===== config.mk =====
export PLATFORM = sky130hd
export DESIGN_NAME = fir_seq_ctrl
export DESIGN_NICKNAME = d
export VERILOG_FILES = /design/src/rtl/fir_seq_ctrl.sv
export SDC_FILE = /design/constraint.sdc
export NUM_CORES = 1
export LEC_CHECK = 0
export ABC_AREA = 1
export BUFFER_PORTS_ARGS = -buffer_cell sky130_fd_sc_hd__buf_2
export CORE_MARGIN = 3
export CORE_UTILIZATION = 35
export DETAILED_ROUTE_END_ITERATION = 10
export PLACE_DENSITY = 0.57
export SYNTH_ARGS = -nofsm -noshare
export SYNTH_HDL_FRONTEND = slang
export SYNTH_SLANG_ARGS = --single-unit

===== constraint.sdc =====
create_clock -name axis_clk -period 2.7 [get_ports axis_clk]
set_clock_uncertainty 0.2 [all_clocks]
set_input_delay 0.54 -clock axis_clk [delete_from_list [all_inputs] [get_ports axis_clk]]
set_output_delay 0.54 -clock axis_clk [all_outputs]
set_load 0.01 [all_outputs]

===== src/rtl/fir_seq_ctrl.sv =====
// Sequencer between a CPU-side command/sample port and an AXI-Stream FIR core.
// Loads taps, launches a run, streams samples in and results out, and reports progress.
module fir_seq_ctrl #(
  parameter int TAP_NUM = 11,
  parameter int LEN_W   = 10
) (
  input  logic             axis_clk,
  input  logic             axis_rst_n,
  input  logic             cfg_valid,
  output logic             cfg_ready,
  input  logic [1:0]       cfg_type,
  input  logic [31:0]      cfg_data,
  output logic             tap_we,
  output logic [3:0]       tap_addr,
  output logic [31:0]      tap_wdata,
  output logic [LEN_W-1:0] data_length,
  output logic             ap_start,
  input  logic             ap_idle,
  input  logic             x_valid,
  output logic             x_ready,
  input  logic [31:0]      x_data,
  output logic             ss_tvalid,
  input  logic             ss_tready,
  output logic [31:0]      ss_tdata,
  output logic             ss_tlast,
  input  logic             sm_tvalid,
  output logic             sm_tready,
  input  logic [31:0]      sm_tdata,
  input  logic             sm_tlast,
  output logic [15:0]      status,
  output logic [31:0]      cycle_count,
  output logic             busy,
  output logic             err
);

  typedef enum logic [1:0] {
    ST_IDLE      = 2'd0,
    ST_WAIT_IDLE = 2'd1,
    ST_RUN       = 2'd2,
    ST_DONE      = 2'd3
  } state_t;

  localparam logic [1:0]       CMD_LEN   = 2'd0;
  localparam logic [1:0]       CMD_COEF  = 2'd1;
  localparam logic [1:0]       CMD_START = 2'd2;
  localparam logic [3:0]       LAST_IDX  = 4'(TAP_NUM - 1);
  localparam logic [LEN_W-1:0] LEN_ONE   = {{(LEN_W-1){1'b0}}, 1'b1};
  localparam logic [LEN_W-1:0] LEN_ZERO  = {LEN_W{1'b0}};

  state_t           state_r;
  state_t           state_nxt_s;
  logic             cfg_ready_r;
  logic             busy_r;
  logic             sm_tready_r;
  logic             tap_we_r;
  logic [3:0]       tap_addr_r;
  logic [31:0]      tap_wdata_r;
  logic [LEN_W-1:0] data_length_r;
  logic [15:0]      status_r;
  logic [31:0]      cycle_count_r;
  logic             err_r;
  logic [3:0]       coef_idx_r;
  logic             coef_ok_r;
  logic [LEN_W-1:0] x_cnt_r;
  logic [LEN_W-1:0] y_cnt_r;

  logic cfg_acc_s;
  logic cmd_len_s;
  logic cmd_coef_s;
  logic cmd_start_s;
  logic start_ok_s;
  logic launch_s;
  logic in_run_s;
  logic x_active_s;
  logic x_last_s;
  logic ss_hs_s;
  logic sm_hs_s;
  logic y_last_s;
  logic tlast_bad_s;
  logic run_end_s;
  logic unused_sm_s;

  assign cfg_acc_s   = cfg_valid && cfg_ready_r;
  assign cmd_len_s   = cfg_acc_s && (cfg_type == CMD_LEN);
  assign cmd_coef_s  = cfg_acc_s && (cfg_type == CMD_COEF);
  assign cmd_start_s = cfg_acc_s && (cfg_type == CMD_START);
  assign start_ok_s  = (data_length_r != LEN_ZERO) && coef_ok_r;
  assign launch_s    = (state_r == ST_WAIT_IDLE) && ap_idle;
  assign in_run_s    = (state_r == ST_RUN);
  assign x_active_s  = in_run_s && (x_cnt_r < data_length_r);
  assign x_last_s    = (x_cnt_r == (data_length_r - LEN_ONE));
  assign ss_hs_s     = x_active_s && x_valid && ss_tready;
  assign sm_hs_s     = in_run_s && sm_tvalid && sm_tready_r;
  assign y_last_s    = (y_cnt_r == (data_length_r - LEN_ONE));
  assign tlast_bad_s = sm_hs_s && (sm_tlast != y_last_s);
  assign run_end_s   = sm_hs_s && y_last_s;
  // Only the low result byte reaches the status word.
  assign unused_sm_s = ^sm_tdata[31:8];

  assign cfg_ready   = cfg_ready_r;
  assign busy        = busy_r;
  assign sm_tready   = sm_tready_r;
  assign tap_we      = tap_we_r;
  assign tap_addr    = tap_addr_r;
  assign tap_wdata   = tap_wdata_r;
  assign data_length = data_length_r;
  assign status      = status_r;
  assign cycle_count = cycle_count_r;
  assign err         = err_r;
  assign ap_start    = launch_s;

  // Next-state decode.
  always_comb begin
    state_nxt_s = state_r;
    case (state_r)
      ST_IDLE, ST_DONE: begin
        if (cmd_start_s && start_ok_s) begin
          state_nxt_s = ST_WAIT_IDLE;
        end else begin
          state_nxt_s = state_r;
        end
      end
      ST_WAIT_IDLE: begin
        if (ap_idle) begin
          state_nxt_s = ST_RUN;
        end else begin
          state_nxt_s = ST_WAIT_IDLE;
        end
      end
      ST_RUN: begin
        if (run_end_s) begin
          state_nxt_s = ST_DONE;
        end else begin
          state_nxt_s = ST_RUN;
        end
      end
      default: state_nxt_s = ST_IDLE;
    endcase
  end

  // Zero-latency sample pass-through while samples remain.
  always_comb begin
    ss_tvalid = 1'b0;
    x_ready   = 1'b0;
    ss_tdata  = 32'h0000_0000;
    ss_tlast  = 1'b0;
    if (x_active_s) begin
      ss_tvalid = x_valid;
      x_ready   = ss_tready;
      ss_tdata  = x_data;
      ss_tlast  = x_last_s;
    end else begin
      ss_tvalid = 1'b0;
      x_ready   = 1'b0;
      ss_tdata  = 32'h0000_0000;
      ss_tlast  = 1'b0;
    end
  end

  // State register plus the state-decoded handshake flags, taken from the next state.
  always_ff @(posedge axis_clk or negedge axis_rst_n) begin
    if (!axis_rst_n) begin
      state_r     <= ST_IDLE;
      cfg_ready_r <= 1'b0;
      busy_r      <= 1'b0;
      sm_tready_r <= 1'b0;
    end else begin
      state_r     <= state_nxt_s;
      cfg_ready_r <= (state_nxt_s == ST_IDLE) || (state_nxt_s == ST_DONE);
      busy_r      <= (state_nxt_s == ST_RUN);
      sm_tready_r <= (state_nxt_s == ST_RUN);
    end
  end

  // Length latch and coefficient write port.
  always_ff @(posedge axis_clk or negedge axis_rst_n) begin
    if (!axis_rst_n) begin
      data_length_r <= LEN_ZERO;
      tap_we_r      <= 1'b0;
      tap_addr_r    <= 4'd0;
      tap_wdata_r   <= 32'h0000_0000;
      coef_idx_r    <= 4'd0;
      coef_ok_r     <= 1'b0;
    end else begin
      tap_we_r <= cmd_coef_s;
      if (cmd_len_s) begin
        data_length_r <= cfg_data[LEN_W-1:0];
      end else begin
        data_length_r <= data_length_r;
      end
      if (cmd_coef_s) begin
        tap_addr_r  <= coef_idx_r;
        tap_wdata_r <= cfg_data;
        if (coef_idx_r == LAST_IDX) begin
          coef_idx_r <= 4'd0;
          coef_ok_r  <= 1'b1;
        end else begin
          coef_idx_r <= coef_idx_r + 4'd1;
        end
      end else begin
        tap_addr_r  <= tap_addr_r;
        tap_wdata_r <= tap_wdata_r;
      end
    end
  end

  // Progress word and sticky error.
  always_ff @(posedge axis_clk or negedge axis_rst_n) begin
    if (!axis_rst_n) begin
      status_r <= 16'h0000;
      err_r    <= 1'b0;
    end else begin
      if (cmd_len_s) begin
        status_r <= 16'h00DD;
      end else if (cmd_coef_s && (coef_idx_r == LAST_IDX)) begin
        status_r <= 16'h00CC;
      end else if (launch_s) begin
        status_r <= 16'h00A5;
      end else if (run_end_s) begin
        status_r <= {sm_tdata[7:0], 8'h5A};
      end else begin
        status_r <= status_r;
      end
      if (cmd_len_s || cmd_coef_s) begin
        err_r <= 1'b0;
      end else if ((cmd_start_s && !start_ok_s) || tlast_bad_s) begin
        err_r <= 1'b1;
      end else begin
        err_r <= err_r;
      end
    end
  end

  // Run counters; cycle_count saturates and freezes once the run leaves RUN.
  always_ff @(posedge axis_clk or negedge axis_rst_n) begin
    if (!axis_rst_n) begin
      x_cnt_r       <= LEN_ZERO;
      y_cnt_r       <= LEN_ZERO;
      cycle_count_r <= 32'h0000_0000;
    end else if (launch_s) begin
      x_cnt_r       <= LEN_ZERO;
      y_cnt_r       <= LEN_ZERO;
      cycle_count_r <= 32'h0000_0000;
    end else begin
      if (ss_hs_s) begin
        x_cnt_r <= x_cnt_r + LEN_ONE;
      end else begin
        x_cnt_r <= x_cnt_r;
      end
      if (sm_hs_s) begin
        y_cnt_r <= y_cnt_r + LEN_ONE;
      end else begin
        y_cnt_r <= y_cnt_r;
      end
      if (in_run_s && (cycle_count_r != 32'hFFFF_FFFF)) begin
        cycle_count_r <= cycle_count_r + 32'd1;
      end else begin
        cycle_count_r <= cycle_count_r;
      end
    end
  end

endmodule


==> results.toml <==
[sta]
layout_setup_ws_ns = -0.197
period_minus_slack_ns = 2.90
clock.fmax_mhz = 345
whs_ns = 0.108
setup_viol = 35
rsz0062_at_grt = "true"
hold_violations = 0
slew_viol_final = 0
relSlewSlack = 0.590
timing.final.crit_share = 1.07
worst_slew_pin_slew_ns = 0.612

[drt]
vias = 6922
dr.first_iter.drc_count = 440
post-route-drc-count = 0
drtAntennaViolNets = 0
drt_first_pass_iters = 6
avgRoutedWirePerCell_um = 14.0
routed_wl_um = 20600
via_per_inst = 4.71

[grt]
grt_pass1_wl_um = 34100
antenna_found_initial = 1
grt_max_degree = 57
gr-total-overflow = 0
grt_use_total = 0.194
grt_pass1_vias = 6798

[clock_tree]
clkTransAtPathRegs_ns = 0.07
cts-root-buf = "clkbuf_16"
clock_path_buffers = 2
cts_tree = "done"
cts_sinks = 123
cts_buffers = 17
clk_latency_ns = 0.42
htreeDepth = 4

[synth]
yosysUniqueCellTypes = 39
syn_nets = 1060
synth_seq_cells = 123
synth_cells = 936
avgSynthCellArea_um2 = 7.34
ys_seq_area_frac = 0.448
synth_area_um2 = 6870
synth-warning-count = 0

[critical_path]
rr_endpoint = "x_cnt_r[6]"
startpoint = "data_length[1]"
path_class = "register to output port"
r2r_start = "data_length[1]"
crit_required_ns = 1.96
cpPeakStageDelay_ns = 0.40
end_kind = "output port"
cp-start-kind = "register"
rrSetupSlack_ns = 0.13
cp_common_cell = "inv_2"
slowest_stage = "dfrtp_1"
cp.arrival_ns = 2.16
critPathMaxFanout = 30
r2r_cells = 16
path_cells = "inv_2 > buf_6 > ha_4 > inv_2 > nor2_2 > o211ai_1 > nand4_4 > buf_12 > nor2_1 > buf_2"

[worst_hold_path]
hp-start = "sm_tdata[3]"
hp-class = "input pin to register"
holdPathStages = 3
whs_endpoint = "status[11]"

[die]
die_height_um = 146
die-area_um2 = 21400
num_rows = 50
core-area_um2 = 19000
start_util = 0.361
chipWidth_um = 146
io_pins = 241

[run_status]
violations = "setup timing"
outcome = "finished, violations left"

[final_layout]
postLayoutCoreUtil = 0.492
area_growth_pct = 36.3
mostFrequentLayoutCells = "nand2_1, buf_2, dfrtp_1"
final_cells = 1469
layout_commonest_cell = "nand2_1"
drive_gt1_frac = 0.292
nets = 1320
post-route-cell-area_um2 = 9370
n_antenna_cell = 0

[run]
drv_cap = 0

[placement]
io_buffers = 216
routabilityCongestion = 0.872
pre_cts_slack_ns = 0.0150
dp.cells = 1422
dp_hpwl_um = 15300
place_area_um2 = 8470

[power]
power.density_nw_per_um2 = 913
ir_drop_mv = 0.417
p_leak_nw = 4.98
[repair_timing]
item	in CTS	in global routing
resized for setup	13	29
endpoints found under the setup margin	35	46
setup buffers	6	7
gates cloned	0	1
pin swaps	2	5
endpoints found under the hold margin	52	0
hold buffers	1	0
[synthesized netlist by cell type, drive strengths merged]
master,n,area (um^2)
nand2,289,1090
inv,128,480
dfrtp,123,3080
nor2,109,444
nand3,56,285
o21ai,53,265
a21oi,36,184
nor3,33,175
nand4,25,178
clkbuf,18,67.6
ha,18,225
xor2,14,123
buf,7,46.3
o31ai,7,52.6
o21a,3,22.5
xnor2,3,26.3
a211oi,2,15.0
nor3b,2,26.3
nor4,2,12.5
o211ai,2,15.0
a31oi,1,6.26
a41oi,1,8.76
and2,1,6.26
nand3b,1,7.51
o22ai,1,6.26
xnor3,1,22.5
[kinds of logic after synthesis]
| kind of cell | count (synthesis) | synth area share |
|---|---|---|
| buffers and inverters | 153 | 0.0865 |
| XOR/XNOR | 18 | 0.0249 |
| flip-flops | 123 | 0.448 |
| adder cells (fa/ha/maj) | 18 | 0.0328 |
| AND/OR/NAND/NOR | 518 | 0.324 |
| AO/OA/AOI/OAI | 106 | 0.0838 |
[layout make-up]
type | instances | area, um^2
Fill cell | 1927 | 9650
Clock buffer | 17 | 425
Inverter | 128 | 480
Tap cell | 260 | 325
Clock inverter | 15 | 223
Sequential cell | 123 | 3080
Multi-Input combinational cell | 660 | 3310
Timing Repair Buffer | 266 | 1520
[state kept, by name (all words and copies together), names as in the netlist]
register / cells
data_length: 10
tap_we: 1
cfg_ready: 1
tap_wdata: 32
state_r: 2
err: 1
cycle_count: 32
x_cnt_r: 10
coef_ok_r: 1
sm_tready: 1
coef_idx_r: 4
status: 14
y_cnt_r: 10
tap_addr: 4
[worst max-delay path by stage]
stage / slack [ns] / end / cells past startpoint
6_report: -0.20 / ss_tdata[31] / 10
5_1_grt: -0.35 / ss_tlast / 13
4_1_cts: -0.22 / ss_tdata[31] / 10
3_5_place_dp: 0.01 / ss_tlast / 11
3_3_place_gp: 0.07 / ss_tlast / 11
2_1_floorplan: 0.25 / x_cnt_r[2] / 11
[critical path: cells and delay by family, from the launching register on]
kind            cells  cell delay (ns)
buf+inv             5             0.58
flops               1             0.40
fa+ha+maj           1             0.19
compound gates      1             0.26
simple gates        3             0.30
[power by group]
part	internal, mW	total, mW	switching [mW]	leakage, nW
logic	1.34	3.47	2.12	3.04
clock network	1.51	2.52	1.01	0.319
registers	2.30	2.56	0.261	1.62
total	5.16	8.55	3.39	4.98
[layer usage]
metal  share of wire  global-route usage
met1            0.46               0.259
met2            0.47               0.316
met3           0.055              0.0466
met4           0.016              0.0532
met5         0.00054                   0
[stage by stage]
stage | power (mW) | setup TNS [ns]
2_1_floorplan | 4.51 | 0
3_3_place_gp | 5.77 | 0
3_5_place_dp | 5.81 | 0
4_1_cts | 8.48 | -6.77
5_1_grt | 9.17 | -9.91
6_report | 8.55 | -5.90
Note: power is estimated with default switching activity, not from simulation.
